--- src/rtl/fir_pkg.sv ---
// Shared definitions for the FIR MAC sequencer: FSM state encoding,
// ALU opcodes and default sizing constants.
package fir_pkg;

  localparam int NTAPS_DEF   = 8;
  localparam int ALU_LAT_DEF = 2;
  localparam int ACC_W_DEF   = 35;

  localparam logic [1:0] ALU_OP_ADD = 2'b00;
  localparam logic [1:0] ALU_OP_MUL = 2'b01;
  localparam logic [1:0] ALU_OP_NOP = 2'b10;

  typedef enum logic [1:0] {
    IDLE  = 2'd0,
    ISSUE = 2'd1,
    DRAIN = 2'd2,
    OUT   = 2'd3
  } fir_state_e;

  // Width of the shared tap/drain counter: must reach max(NTAPS, ALU_LAT).
  function automatic int cnt_width(input int ntaps, input int alu_lat);
    return $clog2(((ntaps > alu_lat) ? ntaps : alu_lat) + 1);
  endfunction

endpackage

--- src/rtl/fir_coef_rf.sv ---
// NTAPS x 16 coefficient register file. Writes land only while en_i is
// high (sequencer idle) and the address is in range; reads are
// combinational by tap index.
module fir_coef_rf
  import fir_pkg::*;
#(
  parameter  int NTAPS = NTAPS_DEF,
  localparam int AW    = $clog2(NTAPS)
) (
  input  logic          clk,
  input  logic          rst_n,
  input  logic          we_i,
  input  logic          en_i,
  input  logic [AW-1:0] waddr_i,
  input  logic [15:0]   wdata_i,
  input  logic [AW-1:0] raddr_i,
  output logic [15:0]   rdata_o
);

  localparam logic [AW:0] NTAPS_W = (AW+1)'(NTAPS);

  logic [15:0] coef_q [NTAPS];
  logic        wr_ok;
  logic        rd_ok;

  assign wr_ok = we_i && en_i && ({1'b0, waddr_i} < NTAPS_W);
  assign rd_ok = ({1'b0, raddr_i} < NTAPS_W);

  // Coefficient storage: cleared on reset, written by a gated strobe.
  always_ff @(posedge clk or negedge rst_n) begin
    if (!rst_n) begin
      for (int i = 0; i < NTAPS; i++) coef_q[i] <= '0;
    end else if (wr_ok) begin
      coef_q[waddr_i] <= wdata_i;
    end
  end

  // Combinational read port; out-of-range indices read as zero.
  always_comb begin
    rdata_o = '0;
    if (rd_ok) rdata_o = coef_q[raddr_i];
  end

endmodule

--- src/rtl/fir_mac_seq.sv ---
// FIR MAC sequencer: accepts one sample, issues NTAPS unsigned multiplies
// to the shared pipelined ALU, accumulates the returned products and
// presents one FIR result.
// Optional build macro FIR_SAT_EN: saturate the result to 32 bits and
// raise out_sat when the accumulator exceeds 32'hFFFF_FFFF.
//
// Handshakes: a transfer happens on a rising edge where valid && ready.
// in_ready/coef_ready are high only in IDLE and do not depend on in_valid;
// out_valid is high only in OUT and out_data is held stable until
// out_ready is seen with it.
module fir_mac_seq
  import fir_pkg::*;
#(
  parameter  int NTAPS   = NTAPS_DEF,
  parameter  int ALU_LAT = ALU_LAT_DEF,
  parameter  int ACC_W   = ACC_W_DEF,
  localparam int AW      = $clog2(NTAPS)
) (
  input  logic             clk,
  input  logic             rst_n,
  input  logic             in_valid,
  output logic             in_ready,
  input  logic [15:0]      in_data,
  input  logic             coef_we,
  input  logic [AW-1:0]    coef_addr,
  input  logic [15:0]      coef_wdata,
  output logic             coef_ready,
  output logic             out_valid,
  input  logic             out_ready,
  output logic [ACC_W-1:0] out_data,
  output logic             out_sat,
  output logic [1:0]       alu_op_sel,
  output logic [15:0]      alu_a,
  output logic [15:0]      alu_b,
  input  logic [31:0]      alu_result,
  output fir_state_e       dbg_state_o
);

  localparam int CNT_W = cnt_width(NTAPS, ALU_LAT);
  localparam logic [CNT_W-1:0] LAST_TAP   = CNT_W'(NTAPS - 1);
  localparam logic [CNT_W-1:0] LAST_DRAIN = CNT_W'(ALU_LAT - 1);
`ifdef FIR_SAT_EN
  localparam logic [ACC_W-1:0] SAT_MAX = ACC_W'(33'h0_FFFF_FFFF);
`endif

  fir_state_e       state_q, state_d;
  logic [CNT_W-1:0] k_q, k_d;
  logic [ALU_LAT-1:0] tag_q;
  logic [ACC_W-1:0] acc_q, acc_d;
  logic [15:0]      x_q [NTAPS];
  logic [15:0]      alu_a_q, alu_b_q;
  logic [15:0]      coef_rd;
  logic [AW-1:0]    tap_idx;
  logic             accept;
  logic             issue;

  assign accept  = (state_q == IDLE) && in_valid;
  assign issue   = (state_q == ISSUE);
  assign tap_idx = k_q[AW-1:0];
  assign dbg_state_o = state_q;

  fir_coef_rf #(.NTAPS(NTAPS)) u_coef_rf (
    .clk     (clk),
    .rst_n   (rst_n),
    .we_i    (coef_we),
    .en_i    (coef_ready),
    .waddr_i (coef_addr),
    .wdata_i (coef_wdata),
    .raddr_i (tap_idx),
    .rdata_o (coef_rd)
  );

  // State register and the shared tap / drain counter.
  always_ff @(posedge clk or negedge rst_n) begin
    if (!rst_n) begin
      state_q <= IDLE;
      k_q     <= '0;
    end else begin
      state_q <= state_d;
      k_q     <= k_d;
    end
  end

  // Next-state logic: one ISSUE cycle per tap, ALU_LAT DRAIN cycles, then OUT.
  always_comb begin
    state_d = state_q;
    k_d     = k_q;
    unique case (state_q)
      IDLE: begin
        if (in_valid) begin
          state_d = ISSUE;
          k_d     = '0;
        end
      end
      ISSUE: begin
        if (k_q == LAST_TAP) begin
          state_d = DRAIN;
          k_d     = '0;
        end else begin
          k_d = k_q + 1'b1;
        end
      end
      DRAIN: begin
        if (k_q == LAST_DRAIN) begin
          state_d = OUT;
          k_d     = '0;
        end else begin
          k_d = k_q + 1'b1;
        end
      end
      OUT: begin
        if (out_ready) state_d = IDLE;
      end
      default: state_d = IDLE;
    endcase
  end

  // Output logic: handshakes, ALU command and the presented result.
  always_comb begin
    in_ready   = (state_q == IDLE);
    coef_ready = (state_q == IDLE);
    out_valid  = (state_q == OUT);
    out_data   = '0;
    out_sat    = 1'b0;
    alu_op_sel = ALU_OP_NOP;
    alu_a      = alu_a_q;
    alu_b      = alu_b_q;
    if (state_q == ISSUE) begin
      alu_op_sel = ALU_OP_MUL;
      alu_a      = x_q[tap_idx];
      alu_b      = coef_rd;
    end else if (state_q == DRAIN) begin
      // The ALU samples op_sel in its second stage, so keep MUL while draining.
      alu_op_sel = ALU_OP_MUL;
    end
    if (state_q == OUT) begin
`ifdef FIR_SAT_EN
      if (acc_q > SAT_MAX) begin
        out_data = SAT_MAX;
        out_sat  = 1'b1;
      end else begin
        out_data = acc_q;
      end
`else
      out_data = acc_q;
`endif
    end
  end

  // Operand hold registers so the ALU inputs keep their last values when idle.
  always_ff @(posedge clk or negedge rst_n) begin
    if (!rst_n) begin
      alu_a_q <= '0;
      alu_b_q <= '0;
    end else begin
      alu_a_q <= alu_a;
      alu_b_q <= alu_b;
    end
  end

  // Sample delay line: newest sample in x_q[0].
  always_ff @(posedge clk or negedge rst_n) begin
    if (!rst_n) begin
      for (int i = 0; i < NTAPS; i++) x_q[i] <= '0;
    end else if (accept) begin
      x_q[0] <= in_data;
      for (int i = 1; i < NTAPS; i++) x_q[i] <= x_q[i-1];
    end
  end

  // Accumulator update: clear on accept, add when a tagged product emerges.
  always_comb begin
    acc_d = acc_q;
    if (accept) begin
      acc_d = '0;
    end else if (tag_q[ALU_LAT-1]) begin
      acc_d = acc_q + ACC_W'(alu_result);
    end
  end

  // Tag pipe mirrors the ALU latency so only our own products are summed.
  always_ff @(posedge clk or negedge rst_n) begin
    if (!rst_n) begin
      tag_q <= '0;
      acc_q <= '0;
    end else begin
      tag_q <= ALU_LAT'({tag_q, issue});
      acc_q <= acc_d;
    end
  end

endmodule

--- config.mk ---
export PLATFORM = sky130hd
export DESIGN_NAME = fir_mac_seq
export DESIGN_NICKNAME = d
export VERILOG_FILES = /design/src/rtl/fir_pkg.sv /design/src/rtl/fir_coef_rf.sv /design/src/rtl/fir_mac_seq.sv
export SDC_FILE = /design/constraint.sdc
export NUM_CORES = 1
export LEC_CHECK = 0
export BUFFER_PORTS_ARGS = -buffer_cell sky130_fd_sc_hd__buf_4
export CAP_MARGIN = 5
export CORE_MARGIN = 3
export CORE_UTILIZATION = 55
export CTS_CLUSTER_DIAMETER = 150
export DETAILED_ROUTE_END_ITERATION = 6
export PLACE_DENSITY_LB_ADDON = 0.2
export REMOVE_ABC_BUFFERS = 1
export SLEW_MARGIN = 25
export SYNTH_ARGS = -nofsm -noshare
export SYNTH_HDL_FRONTEND = slang
export SYNTH_HIERARCHICAL = 1
export SYNTH_SLANG_ARGS = --single-unit
--- constraint.sdc ---
create_clock -name clk -period 3.7 [get_ports clk]
set_input_delay 0.185 -clock clk [delete_from_list [all_inputs] [get_ports clk]]
set_output_delay 0.185 -clock clk [all_outputs]
set_load 0.02 [all_outputs]
# After elaboration in Yosys (flattened, before gate mapping)
# Index checks and enable logic that the tools add are counted.
dict set report op_classes {
  n_addsub 2
  n_lt_le_gt_ge 3
  eq_ne 9
  muxes 25
  bitwise 2
  n_reduce_logical 8
}
# cell count
set ops {}
lappend ops {{$bwmux W128} 1}
lappend ops {{$mux W16} 7}
lappend ops {{$mux W35} 3}
lappend ops {{$bmux W16 S3} 2}
lappend ops {{$demux W16 S3} 1}
lappend ops {{$add A35 B32 Y35} 1}
lappend ops {{$mux W2} 6}
lappend ops {{$mux W4} 3}
lappend ops {{$pmux W4 S3} 1}
lappend ops {{$ge A4 B4 Y1 const B} 2}
lappend ops {{$not A3 Y4} 2}
lappend ops {{$pmux W2 S4} 1}
lappend ops {{$add A4 B1 Y4 const B} 1}
lappend ops {{$eq A2 B2 Y1 const B} 2}
lappend ops {{$eq A4 B1 Y1 const B} 1}
lappend ops {{$eq A4 B3 Y1 const B} 1}
lappend ops {{$lt A4 B1 Y1 const B} 1}
lappend ops {{$ne A2 B1 Y1 const B} 2}
lappend ops {{$ne A2 B2 Y1 const B} 2}
lappend ops {{$reduce_and A4 Y1} 1}
lappend ops {{$logic_and A1 B1 Y1} 3}
lappend ops {{$reduce_bool A3 Y1} 1}
lappend ops {{$eq A2 B1 Y1 const B} 1}
lappend ops {{$logic_not A2 Y1} 1}
lappend ops {{other kinds (2)} 2}
dict set report totals {
  reg_bits 331
  input_bits 72
  output_inout_bits 75
  word_cells 71
}

# Longest topological paths before layout
dict set report logic_depth {
  word_depth 6
  ltp_mapped 11
  depth_no_buf 11
}

# Cells and area by module
# Netlist, hierarchy kept.
# module instances cells_per_inst area_per_inst_um2 seq_area_each_um2
set by_module_without_submodules {}
lappend by_module_without_submodules {fir_mac_seq 1 1189 10880.4 5079.9}
lappend by_module_without_submodules {fir_coef_rf 1 336 5805.6 3203.1}

# Worst setup path after synthesis
# Ideal clock, no wire load.
dict set report synth_timing {
  path_kind {flip-flop to flip-flop}
  from {reg acc_q[6]}
  to {reg acc_q[24]}
  setup_ns 0.126
  arrival_ns 2.292
  path_slack_ns 1.282
  path_stages_with_launch 10
  n_path_buf 0
  synth_period_minus_slack_ns 2.418
  cell_sequence {dfrtp_1 ha_1 a211o_1 and2_2 a22oi_1 nand2_1 a31oi_1 a21oi_1 mux2i_1 a311o_1}
}
dict set report synth_via {
  elab_chain_len 3
}
# item line_no
set synth_lines {}
lappend synth_lines {{start, declared} fir_mac_seq.sv:49} ;# logic [ACC_W-1:0] acc_q, acc_d;
lappend synth_lines {{start signal, assigned} fir_mac_seq.sv:185} ;# acc_q <= '0;
lappend synth_lines {{start signal, assigned} fir_mac_seq.sv:188} ;# acc_q <= acc_d;
lappend synth_lines {{$add A35 B32 Y35} fir_mac_seq.sv:177} ;# acc_d = acc_q + ACC_W'(alu_result);
lappend synth_lines {{$mux W35} fir_mac_seq.sv:176} ;# end else if (tag_q[ALU_LAT-1]) begin
lappend synth_lines {{$mux W35} fir_mac_seq.sv:174} ;# if (accept) begin
# Every way passes these cells. The select of a mux whose other input is x is not followed.
# A chain may end at the register's enable or synchronous reset.

# Worst setup path in the final report
dict set report layout_timing {
  from {reg k_q[0]}
  to {out alu_a[13]}
}
dict set report layout_via {
  elab_chain_len 5
}
# item line_no
set layout_lines {}
lappend layout_lines {{start, declared} fir_mac_seq.sv:47} ;# logic [CNT_W-1:0] k_q, k_d;
lappend layout_lines {{start signal, assigned} fir_mac_seq.sv:80} ;# k_q <= k_d;
lappend layout_lines {{$not A3 Y4 (implied by the code)} fir_mac_seq.sv:130} ;# alu_a = x_q[tap_idx];
lappend layout_lines {{$bmux W16 S3} fir_mac_seq.sv:130}
lappend layout_lines {{$mux W16 (implied by the code) (2 in a row)} fir_mac_seq.sv:130}
lappend layout_lines {{$mux W16} fir_mac_seq.sv:128} ;# if (state_q == ISSUE) begin
lappend layout_lines {{end, declared} fir_mac_seq.sv:33} ;# output logic [15:0] alu_a,
# Every way passes these cells. The select of a mux whose other input is x is not followed.

==> flow_summary.ini <==
[worst_setup_path]
crit_required_ps = 3510
end_kind = primary output
start_kind = register
r2r-start = acc_q[0]
crit_arrival_ps = 2930
crit_type = reg2out
path_max_fanout = 37
crit_start = k_q[0]

[grt]
overflow = 0
grt_usage_pct = 22.6
grt_pass1_wl_um = 60900
grt_max_degree = 107
antenna_found_initial = 0
grt_pass1_vias = 11800

[synthesis]
synthTopCellsByArea = dfrtp_1, mux2_2, nand2_1
synth.yosys.seq_area_share_pct = 49.6
synthSimpleGateAreaFrac_pct = 15.6
synth_xor_xnor_area_share_pct = 0.892
synth_ff_type = dfrtp_1
yosys_warnings = 6
synth_edf_count = 0
netlist.area_leader.share_pct = 49.6
synthMuxAreaShare_pct = 21.8
syn_avg_cell_area_sq_um = 10.9
synth_top_family_by_area = multiplexers
synth_fa_ha_area_share_pct = 3.04
yosysMostFrequentCell = nand2_1
synth_async_sr_flop_share_pct = 100
synth_area_sq_um = 16700
synthTopCellsByCount = nand2_1, dfrtp_1, mux2_2
synth-compound-area-share_pct = 5.92
netlist_instances = 1525
synth_top_area_cell = dfrtp_1
synth-seq-cells = 331
synth.distinct_cells = 68

[sta]
finalCritPeriodShare_pct = 84.1
rsz0062_at_grt = no
maxSlewViolCount = 0
fin_tns_setup_ps = 0
fmax_mhz = 321
final-hold-violation-count = 0
finalCriticalPeriod_ps = 3110
setup_slack_ps = 589
relSlewSlack_pct = 42.7
tightest_slew_ps = 859
setup_violations = 0
clock_skew_ps = 17.7

[clock_tree]
cts_root_buffer = clkbuf_16
cts_buffer_depth = 3
cts.sinks = 331
path_clk_slew_ps = 60
cts_buffers = 36
h-tree-depth = 2
cts_tree = done
clk_latency_ps = 520

[drt]
routed_wl_um = 36900
dr_total_vias = 11700
routed_via_density = 5.59
drt-initial-drc-count = 776
ant_nets = 0
drc = 0
routedWlPerCell_um = 17.6
firstDrtPassIters = 5

[outcome]
outcome = finished, final reports clean

[placement]
dp_hpwl_um = 23600
port_buffers = 145
globalplace.congestion = 0.951
dp_cells = 1996
pre_cts_ws_ps = 1060
placed_area_sq_um = 18100

[pwr]
vdd_ir_drop_max_mv = 0.476
p_leak_nw = 9.54
power.density_nw_per_um2 = 870

[finish]
seqCellArea_sq_um = 8290
syn2layout_area_growth_pct = 18.3
instances_no_fill = 2094
finalNetCount = 1789
fill_cells = 2259
fin_area_sq_um = 19700
multi_input_area_sq_um = 7900
drive_gt1_share_pct = 28.4

[min_path]
hold_start = out_ready
hp-class = in2reg

[floorplan]
num_rows = 63
pin_count = 147
initial_core_util_pct = 56.0
dieArea_sq_um = 32500
fp.dieH_um = 180
core_sq_um = 29800
die_x_um = 180

[flow_run]
drv_cap = 0
==> cell families after synthesis <==
group                    after synthesis
flip-flops                           331
multiplexers                         259
other                                  1
AND/OR/NAND/NOR                      616
buffers and inverters                103
adder cells (fa/ha/maj)               40
AO/OA/AOI/OAI                        158
XOR/XNOR                              17
==> report_power, final <==
part | switching (mW) | internal, mW
Sequential | 1.05 | 5.19
Clock | 1.47 | 2.56
Combinational | 3.63 | 3.28
==> critical path: stages, from the launching register on <==
cell,delay (ps)
dfrtp_4,950
buf_12,360
mux4_2,540
mux2i_1,210
a21oi_1,130
buf_4,200
==> routing by layer <==
layer	part of all wire, %	GRT usage, %	up-vias
li1	-	-	5569
met1	46	32.5	5781
met2	47	36.9	286
met3	4.9	3.37	59
met4	1.9	5.22	0
met5	0	0	-
==> placed cells by master, fill, tap and decap left out, types with 6 or more instances in the layout <==
| cell type | instances |
|---|---|
| a21o_1 | 12 |
| dfrtp_1 | 328 |
| o21ai_0 | 41 |
| nand2b_1 | 9 |
| mux2_2 | 150 |
| a211oi_1 | 9 |
| clkbuf_16 | 36 |
| nand2_1 | 435 |
| bufinv_16 | 9 |
| clkbuf_8 | 7 |
| o21a_1 | 6 |
| mux4_2 | 64 |
| nor2_2 | 7 |
| xor2_1 | 7 |
| buf_4 | 165 |
| nor3_1 | 12 |
| inv_1 | 14 |
| nor2_1 | 62 |
| mux2i_1 | 34 |
| a21oi_1 | 56 |
| xnor2_1 | 10 |
| nand4_1 | 8 |
| nand3_1 | 19 |
| and2_1 | 38 |
| ha_1 | 38 |
| clkinv_2 | 6 |
| dlygate4sd3_1 | 33 |
| mux2_4 | 11 |
==> worst paths after layout <==
| kind | cells after the start | slack (ps) | endpoint |
|---|---|---|---|
| setup / recovery | 5 | 590 | alu_a[13] |
| min in group asynchronous | 2 | 290 | acc_q[7] |
| hold / removal | 4 | 50 | dbg_state_o[0] |
| hold reg to reg | 0 | 340 | tag_q[1] |
| max in group asynchronous | 3 | 2330 | x_q[44] |
| setup reg to reg | 11 | 1050 | acc_q[22] |
==> area by class of cell <==
class	count	area share, %
clock buffer	45	5.09
multi-input combinational	1091	40.0
sequential	331	42.0
timing repair buffer	203	8.43
tap	390	2.47
clock inverter	19	1.73
inverter	14	0.266
antenna	1	0.0127
==> registers in the layout, summed over array words and instances, names as in the netlist <==
register	flops
dbg_state_o	2
k_q	4
tag_q	2
alu_b_q	16
acc_q	35
u_coef_rf/coef_q	128
x_q	128
alu_a_q	16
==> metrics by stage <==
stage	power [mW]	utilization (%)	hold slack, ps
CTS	17.3	66.3	29.7
finish	17.2	66.3	47.6
floorplan	11.0	-	-111
global placement	12.9	60.6	287
global route	18.3	66.3	81.7
detailed placement	13.2	60.6	290
==> repair_timing <==
action | CTS | global route
buffers inserted | 0 | 0
resized for setup | 0 | 0
hold buffers | 33 | 0
endpoints found under the hold margin | 244 | 0
Power figures use the tool's default switching activity.
